`config.mk`:
```
export PLATFORM = sky130hd
export DESIGN_NAME = initialization_command_word_sequencer_flat
export DESIGN_NICKNAME = d
export VERILOG_FILES = /design/src/rtl/initialization_command_word_sequencer_if.sv /design/src/rtl/initialization_command_word_sequencer.sv /design/src/flat_wrapper.sv
export SDC_FILE = /design/constraint.sdc
export NUM_CORES = 1
export LEC_CHECK = 0
export BUFFER_PORTS_ARGS = -buffer_cell sky130_fd_sc_hd__clkbuf_2
export CAP_MARGIN = 20
export CORE_UTILIZATION = 56
export CTS_BUF_LIST = sky130_fd_sc_hd__clkbuf_8
export DETAILED_ROUTE_END_ITERATION = 12
export GPL_TIMING_DRIVEN = 0
export PLACE_DENSITY_LB_ADDON = 0.15
export SLEW_MARGIN = 20
export SYNTH_ARGS = -nofsm -noshare
export SYNTH_HDL_FRONTEND = slang
export SYNTH_SLANG_ARGS = --single-unit
```
`constraint.sdc`:
```
create_clock -name clock -period 3.63 [get_ports clock]
set_input_delay 0.5445 -clock clock [delete_from_list [all_inputs] [get_ports clock]]
set_output_delay 0.5445 -clock clock [all_outputs]
set_load 0.1 [all_outputs]
```
`src/rtl/initialization_command_word_sequencer_if.sv`:
```
// initialization_command_word_sequencer_if: write bus from the read/write logic into the ICW sequencer
interface initialization_command_word_sequencer_if;
  logic write_strobe;
  logic address_0;
  logic [7:0] internal_data_bus;
  modport master (output write_strobe, address_0, internal_data_bus);
  modport slave (input write_strobe, address_0, internal_data_bus);
endinterface

```
`src/rtl/initialization_command_word_sequencer.sv`:
```
// initialization_command_word_sequencer: sequences ICW1..ICW4 into config registers, then routes OCW writes as strobes
module initialization_command_word_sequencer #(
  parameter int CASCADE_CHANNELS = 8,
  parameter logic [4:0] RESET_VECTOR_BASE = 5'h00
) (
  input  logic clock,
  input  logic reset_n,
  initialization_command_word_sequencer_if.slave bus,
  output logic [2:0] interrupt_vector_address,
  output logic level_or_edge_triggered_config,
  output logic call_address_interval_4_or_8_config,
  output logic single_or_cascade_config,
  output logic set_icw4_config,
  output logic [4:0] interrupt_vector_base,
  output logic [CASCADE_CHANNELS-1:0] cascade_device_config,
  output logic microprocessor_mode_config,
  output logic auto_eoi_config,
  output logic buffered_master_or_slave_config,
  output logic buffered_mode_config,
  output logic special_fully_nested_config,
  output logic initialization_restart,
  output logic initialization_done,
  output logic operation_command_word_1_strobe,
  output logic operation_command_word_2_or_3_strobe
);
  typedef enum logic [2:0] {IDLE, WAIT_ICW2, WAIT_ICW3, WAIT_ICW4, READY} state_t;
  state_t state, state_next;
  logic [7:0] d;
  logic icw1, wr_a1, ld_icw2, ld_icw3, ld_icw4, ocw1, ocw23;
  always_comb begin
    d = bus.internal_data_bus;
    icw1 = bus.write_strobe && !bus.address_0 && d[4];
    wr_a1 = bus.write_strobe && bus.address_0;
    ld_icw2 = wr_a1 && state == WAIT_ICW2;
    ld_icw3 = wr_a1 && state == WAIT_ICW3;
    ld_icw4 = wr_a1 && state == WAIT_ICW4;
    ocw1 = wr_a1 && state == READY;
    ocw23 = bus.write_strobe && !bus.address_0 && !d[4] && state == READY;
    // single/ICW4 flags were captured by ICW1 and steer which words are still owed
    state_next = icw1 ? WAIT_ICW2 :
                 ld_icw2 ? (!single_or_cascade_config ? WAIT_ICW3 : set_icw4_config ? WAIT_ICW4 : READY) :
                 ld_icw3 ? (set_icw4_config ? WAIT_ICW4 : READY) :
                 ld_icw4 ? READY : state;
  end
  always_ff @(posedge clock or negedge reset_n) begin
    if (!reset_n) begin
      state <= IDLE;
      interrupt_vector_address <= '0;
      level_or_edge_triggered_config <= 1'b0;
      call_address_interval_4_or_8_config <= 1'b0;
      single_or_cascade_config <= 1'b0;
      set_icw4_config <= 1'b0;
      interrupt_vector_base <= RESET_VECTOR_BASE;
      cascade_device_config <= '0;
      {special_fully_nested_config, buffered_mode_config, buffered_master_or_slave_config,
       auto_eoi_config, microprocessor_mode_config} <= '0;
      initialization_restart <= 1'b0;
      initialization_done <= 1'b0;
      operation_command_word_1_strobe <= 1'b0;
      operation_command_word_2_or_3_strobe <= 1'b0;
    end else begin
      state <= state_next;
      initialization_restart <= icw1;
      initialization_done <= state_next == READY;
      operation_command_word_1_strobe <= ocw1;
      operation_command_word_2_or_3_strobe <= ocw23;
      if (icw1) begin
        interrupt_vector_address <= d[7:5];
        level_or_edge_triggered_config <= d[3];
        call_address_interval_4_or_8_config <= d[2];
        single_or_cascade_config <= d[1];
        set_icw4_config <= d[0];
        cascade_device_config <= '0;
        {special_fully_nested_config, buffered_mode_config, buffered_master_or_slave_config,
         auto_eoi_config, microprocessor_mode_config} <= '0;
      end
      if (ld_icw2) interrupt_vector_base <= d[7:3];
      if (ld_icw3) cascade_device_config <= d[CASCADE_CHANNELS-1:0];
      if (ld_icw4)
        {special_fully_nested_config, buffered_mode_config, buffered_master_or_slave_config,
         auto_eoi_config, microprocessor_mode_config} <= d[4:0];
    end
  end
endmodule

```
`src/flat_wrapper.sv`:
```
// flat-port wrapper written by rule: the top's interface ports become plain ports
module initialization_command_word_sequencer_flat 
#(
  parameter int CASCADE_CHANNELS = 8,
  parameter logic [4:0] RESET_VECTOR_BASE = 5'h00
)
  (clock, reset_n, interrupt_vector_address, level_or_edge_triggered_config, call_address_interval_4_or_8_config, single_or_cascade_config, set_icw4_config, interrupt_vector_base, cascade_device_config, microprocessor_mode_config, auto_eoi_config, buffered_master_or_slave_config, buffered_mode_config, special_fully_nested_config, initialization_restart, initialization_done, operation_command_word_1_strobe, operation_command_word_2_or_3_strobe, bus_write_strobe, bus_address_0, bus_internal_data_bus);
  initialization_command_word_sequencer_if bus_i ();
  input  logic clock;
  input  logic reset_n;
  output logic [2:0] interrupt_vector_address;
  output logic level_or_edge_triggered_config;
  output logic call_address_interval_4_or_8_config;
  output logic single_or_cascade_config;
  output logic set_icw4_config;
  output logic [4:0] interrupt_vector_base;
  output logic [CASCADE_CHANNELS-1:0] cascade_device_config;
  output logic microprocessor_mode_config;
  output logic auto_eoi_config;
  output logic buffered_master_or_slave_config;
  output logic buffered_mode_config;
  output logic special_fully_nested_config;
  output logic initialization_restart;
  output logic initialization_done;
  output logic operation_command_word_1_strobe;
  output logic operation_command_word_2_or_3_strobe;
  input wire logic [$bits(bus_i.write_strobe)-1:0] bus_write_strobe;
  input wire logic [$bits(bus_i.address_0)-1:0] bus_address_0;
  input wire logic [$bits(bus_i.internal_data_bus)-1:0] bus_internal_data_bus;
  assign bus_i.write_strobe = bus_write_strobe;
  assign bus_i.address_0 = bus_address_0;
  assign bus_i.internal_data_bus = bus_internal_data_bus;
  initialization_command_word_sequencer #(.CASCADE_CHANNELS(CASCADE_CHANNELS), .RESET_VECTOR_BASE(RESET_VECTOR_BASE)) u_core (.clock(clock), .reset_n(reset_n), .bus(bus_i), .interrupt_vector_address(interrupt_vector_address), .level_or_edge_triggered_config(level_or_edge_triggered_config), .call_address_interval_4_or_8_config(call_address_interval_4_or_8_config), .single_or_cascade_config(single_or_cascade_config), .set_icw4_config(set_icw4_config), .interrupt_vector_base(interrupt_vector_base), .cascade_device_config(cascade_device_config), .microprocessor_mode_config(microprocessor_mode_config), .auto_eoi_config(auto_eoi_config), .buffered_master_or_slave_config(buffered_master_or_slave_config), .buffered_mode_config(buffered_mode_config), .special_fully_nested_config(special_fully_nested_config), .initialization_restart(initialization_restart), .initialization_done(initialization_done), .operation_command_word_1_strobe(operation_command_word_1_strobe), .operation_command_word_2_or_3_strobe(operation_command_word_2_or_3_strobe));
endmodule
```
# ---- Yosys cells after proc, flatten, opt, wreduce, memory -nomap -nowiden
# Cells that the tools add are included.
dict set report op_classes {
  shift 0
  magnitude_cmp 0
  add_sub_neg 0
  reduce_logical 13
  bitwise_logic 0
  mul 0
  div_mod_pow 0
  n_eq_ne 5
  muxes 14
}
# operator n
set op_table {}
lappend op_table {{2-to-1 mux 3 bit} 6}
lappend op_table {{2-to-1 mux 8 bit} 2}
lappend op_table {{logical AND 1 bit} 9}
lappend op_table {{equality test 3 x 2 -> 1 bit (second input constant)} 2}
lappend op_table {{equality test 3 bit (second input constant)} 2}
lappend op_table {{2-to-1 mux 1 bit} 6}
lappend op_table {{nonzero test 2 bit} 2}
lappend op_table {{equality test 3 x 1 -> 1 bit (second input constant)} 1}
lappend op_table {{zero test 1 bit} 2}
dict set report word_totals {
  latch_bits 0
  elab_cells 49
  out_inout_bits 29
  mem_count 0
  ff_bits 32
  romBits 0
  in_bits 12
  mem_bits_rw 0
}

# ---- Depth between registers and ports, before layout
dict set report depth {
  word_depth 7
  mapped_depth 5
}

# ---- Least setup slack after synthesis
# Ideal clock, no wire load.
dict set report synth_path {
  kind {register -> register}
  start {register u_core.set_icw4_config}
  end {register u_core.state[2]}
  n_path_buf 0
  path_slack_ps 2030
  setup_ps 126
  period_less_slack_ps 1600
  path_stages_with_launch 4
  t_arrival_ps 1474
  path_cell_list {dfrtp_1 -> o21ai_0 -> a31oi_1 -> nor2_1}
}
dict set report synth_via {
  elab_chain_cells 4
  elab_cells_between_ends 5
  cone_classes {mux: 5}
}
# element line
set synth_rtl {}
lappend synth_rtl {{start, declared} initialization_command_word_sequencer.sv:13} ;# output logic set_icw4_config,
lappend synth_rtl {{start signal, assigned} initialization_command_word_sequencer.sv:72} ;# set_icw4_config <= d[0];
lappend synth_rtl {{2-to-1 mux 3 bit (*)} {initialization_command_word_sequencer.sv:41, initialization_command_word_sequencer.sv:42}}
lappend synth_rtl {{2-to-1 mux 3 bit, on equally long branches} {initialization_command_word_sequencer.sv:42, initialization_command_word_sequencer.sv:41}}
lappend synth_rtl {{2-to-1 mux 3 bit (*)} initialization_command_word_sequencer.sv:41} ;# ld_icw2 ? (!single_or_cascade_config ? WAIT_ICW3 : set_icw4_config ? WAIT_ICW4 : READY) :
lappend synth_rtl {{2-to-1 mux 3 bit (*)} initialization_command_word_sequencer.sv:40} ;# state_next = icw1 ? WAIT_ICW2 :
lappend synth_rtl {{named net u_core.state_next[2]} initialization_command_word_sequencer.sv:27} ;# state_t state, state_next;
lappend synth_rtl {{end signal, assigned} initialization_command_word_sequencer.sv:62} ;# state <= state_next;
lappend synth_rtl {{end, declared} initialization_command_word_sequencer.sv:27}
# Mark *: on every way through the listed nets, which the timed path passes. The rest lies on a longest branch.
# A chain may end at the register's enable or synchronous reset.

# ---- Worst setup path in the final report
dict set report layout_path {
  start {register u_core.set_icw4_config}
  end {output port set_icw4_config}
}
# element line
set layout_lines {}
lappend layout_lines {{end, declared} flat_wrapper.sv:15} ;# output logic set_icw4_config;
# No word-level cell between the ends.

==> impl_metrics.py <==
metrics = {
    "sta": {
        "finalCriticalPeriod_ns": 1.810,
        "setup_violations": 0,
        "slew_headroom_pct": 47.67,
        "hold_violations": 0,
        "fin_setup_tns_ns": 0,
        "finalCritPeriodShare_pct": 49.85,
        "drv_slew": 0,
        "finClkSkew_ns": 0.003703,
        "worstMarginPinSlew_ns": 0.7849,
        "rsz0062_at_grt": "false",
        "clock.fmax_ghz": 0.5526,
    },
    "floorplanning": {
        "core-area_mm2": 0.002233,
        "die_x_um": 51.03,
        "die_h_um": 51.03,
        "initial_core_util_pct": 60.28,
        "io_pins": 41,
        "die-area_mm2": 0.002604,
        "num_rows": 17,
    },
    "setup_path": {
        "cp.required_ns": 3.09,
        "r2r-start": "u_core.state[2]",
        "cpPeakStageDelay_ns": 0.51,
        "crit_fanout": 7,
        "slowest_stage": "clkbuf_2",
        "crit_chain": "clkbuf_2",
        "worst-path-buf-inv": 1,
        "cp_top_family": "buffers and inverters",
        "worstSetupPathType": "register to output pin",
        "crit_start": "u_core.set_icw4_config",
        "cp-start-kind": "register",
        "arrival_ns": 1.27,
        "cp-end-kind": "output pin",
        "r2r_slack_ns": 2.15,
    },
    "synthesis": {
        "synth-compound-area-share_pct": 7.900,
        "syn_area_mm2": 0.001346,
        "ys_types": 23,
        "yosys.area_share.simple_pct": 24.81,
        "synth_xor_area_share_pct": 0,
        "ys_seq_elements": 32,
        "synthMuxAreaShare_pct": 4.926,
        "netlist.area_leader.share_pct": 59.48,
        "ys.warnings.count": 0,
        "synth_top_family_by_area": "simple AND/OR/NAND/NOR gates",
        "synth_async_sr_flop_share_pct": 100.0,
        "yosysSeqAreaShare_pct": 59.48,
        "yosys.cell_count.top_type": "nand2_1",
        "netlist_top_cells_count": "52 x nand2_1, 32 x dfrtp_1, 14 x o21ai_0",
        "yosys.area.top_type": "dfrtp_1",
        "synth_edf_count": 0,
        "synth_adder_area_share_pct": 0,
        "synth_flop_cell": "dfrtp_1",
        "syn_inst": 130,
        "synth.net_count": 142,
        "synth.area.top_cells": "dfrtp_1 59%, nand2_1 14%, o21ai_0 5.2%, mux2_2 4.2%, nor3b_4 2.8%",
        "avgSynthCellArea_um2": 10.36,
    },
    "min_path": {
        "min_path_type": "input port to asynchronous set/reset pin",
    },
    "route": {
        "drc_errors": 0,
        "drtPass1Iterations": 4,
        "drtAntennaViolNets": 0,
        "drt_iter0_markers": 25,
        "vias": 1107,
        "wl_um": 2838,
        "vias_per_cell": 5.400,
        "routedWlPerCell_um": 13.84,
    },
    "cts": {
        "clk-insertion-delay-late_ns": 0.28,
        "htreeDepth": 2,
        "cts-resized-gates": 0,
        "cts_root_buf": "clkbuf_8",
        "cts_hold_repair.buffers": 0,
        "clockBufferDepth": 2,
        "cts_tree": "yes",
        "numCtsBuffers": 5,
        "clock-sinks": 32,
        "cts.clk_slew.worst_paths_ns": 0.06,
        "post_cts_buffers": 0,
    },
    "global_routing": {
        "grt-ovfl-total": 0,
        "grt_pass1_vias": 1072,
        "grt_usage_pct": 26.21,
        "grt_max_degree": 33,
        "grt_pass1_wl_um": 4836,
        "antenna_found_initial": 0,
    },
    "placed_design": {
        "hpwl_um": 1948,
        "port-buffer-count": 40,
        "place_congestion": 0.8318,
        "placed_cell_area_mm2": 0.001582,
    },
    "job": {
        "maxCapViolCount": 0,
    },
    "layout": {
        "syn_to_final_growth_pct": 23.23,
        "final.fill_count": 178,
        "antennaDiodeCount": 0,
        "design_area_mm2": 0.001659,
        "nets": 189,
        "fin_util_pct": 74.29,
        "drive_gt1_share_pct": 35.03,
    },
    "run_status": {
        "status": "complete, no violations",
    },
}
-- sequential cells by signal, indices dropped and copies added, names as in the netlist, 3 cells and up --
signal	count
u_core.cascade_device_config	8
u_core.interrupt_vector_address	3
u_core.state	3
u_core.interrupt_vector_base	5
-- cell families (layout without fill, tap and decap cells) --
logic type	after synthesis	after routing
and+or+nand+nor	66	66
DFF	32	32
AOI/OAI and AO/OA	19	19
buffers and inverters	7	54
muxes	6	6
-- cells in the final DEF, fill, tap and decap left out, types with 2 or more instances in the layout --
master	netlist	layout
nand2_1	52	52
clkbuf_2	0	40
dfrtp_1	32	32
o21ai_0	14	14
mux2_2	5	5
clkbuf_8	0	5
buf_2	4	4
nor2_1	3	3
nand3b_1	2	2
a21oi_1	2	2
nor3b_4	2	2
-- final timing paths --
kind / endpoint / depth (start not counted)
max reg2reg: u_core.interrupt_vector_base[4] / 3
min: u_core.special_fully_nested_config / 1
min in group clock: u_core.call_address_interval_4_or_8_config / 2
min reg2reg: u_core.call_address_interval_4_or_8_config / 2
max: set_icw4_config / 1
max in group asynchronous: u_core.interrupt_vector_address[0] / 1
-- layout make-up --
class / count / area, um^2 / share of cell area [%]
plain buffers: 6 / 35.03 / 2.112
clock buffers: 5 / 68.82 / 4.148
clock inverters: 2 / 8.758 / 0.5279
inverters: 1 / 3.754 / 0.2262
multi-input cells: 91 / 506.7 / 30.54
flip-flops and latches: 32 / 800.8 / 48.27
well taps: 28 / 35.03 / 2.112
repair buffers: 40 / 200.2 / 12.07
-- stage by stage --
stage	setup slack (ns)	hold slack, ns	std cells
after floorplan	2.030	0.2489	130
after global placement	1.936	0.4579	198
after detailed placement	1.915	0.4632	198
after CTS	1.825	0.3627	205
after global routing	1.798	0.4051	205
final	1.820	0.3281	205
-- metal layers --
metal / part of all wire (%) / wire [um] / GRT usage [%]
met1: 41 / 1170 / 32.06
met4: 1.7 / 49 / 14.35
met3: 5.7 / 163 / 7.440
met5: 0 / 0 / 0
met2: 51 / 1454 / 41.67
Power is left out: the tool's default activity adds up to more than one toggle a clock period on the data nets, which glitch-free logic cannot reach.
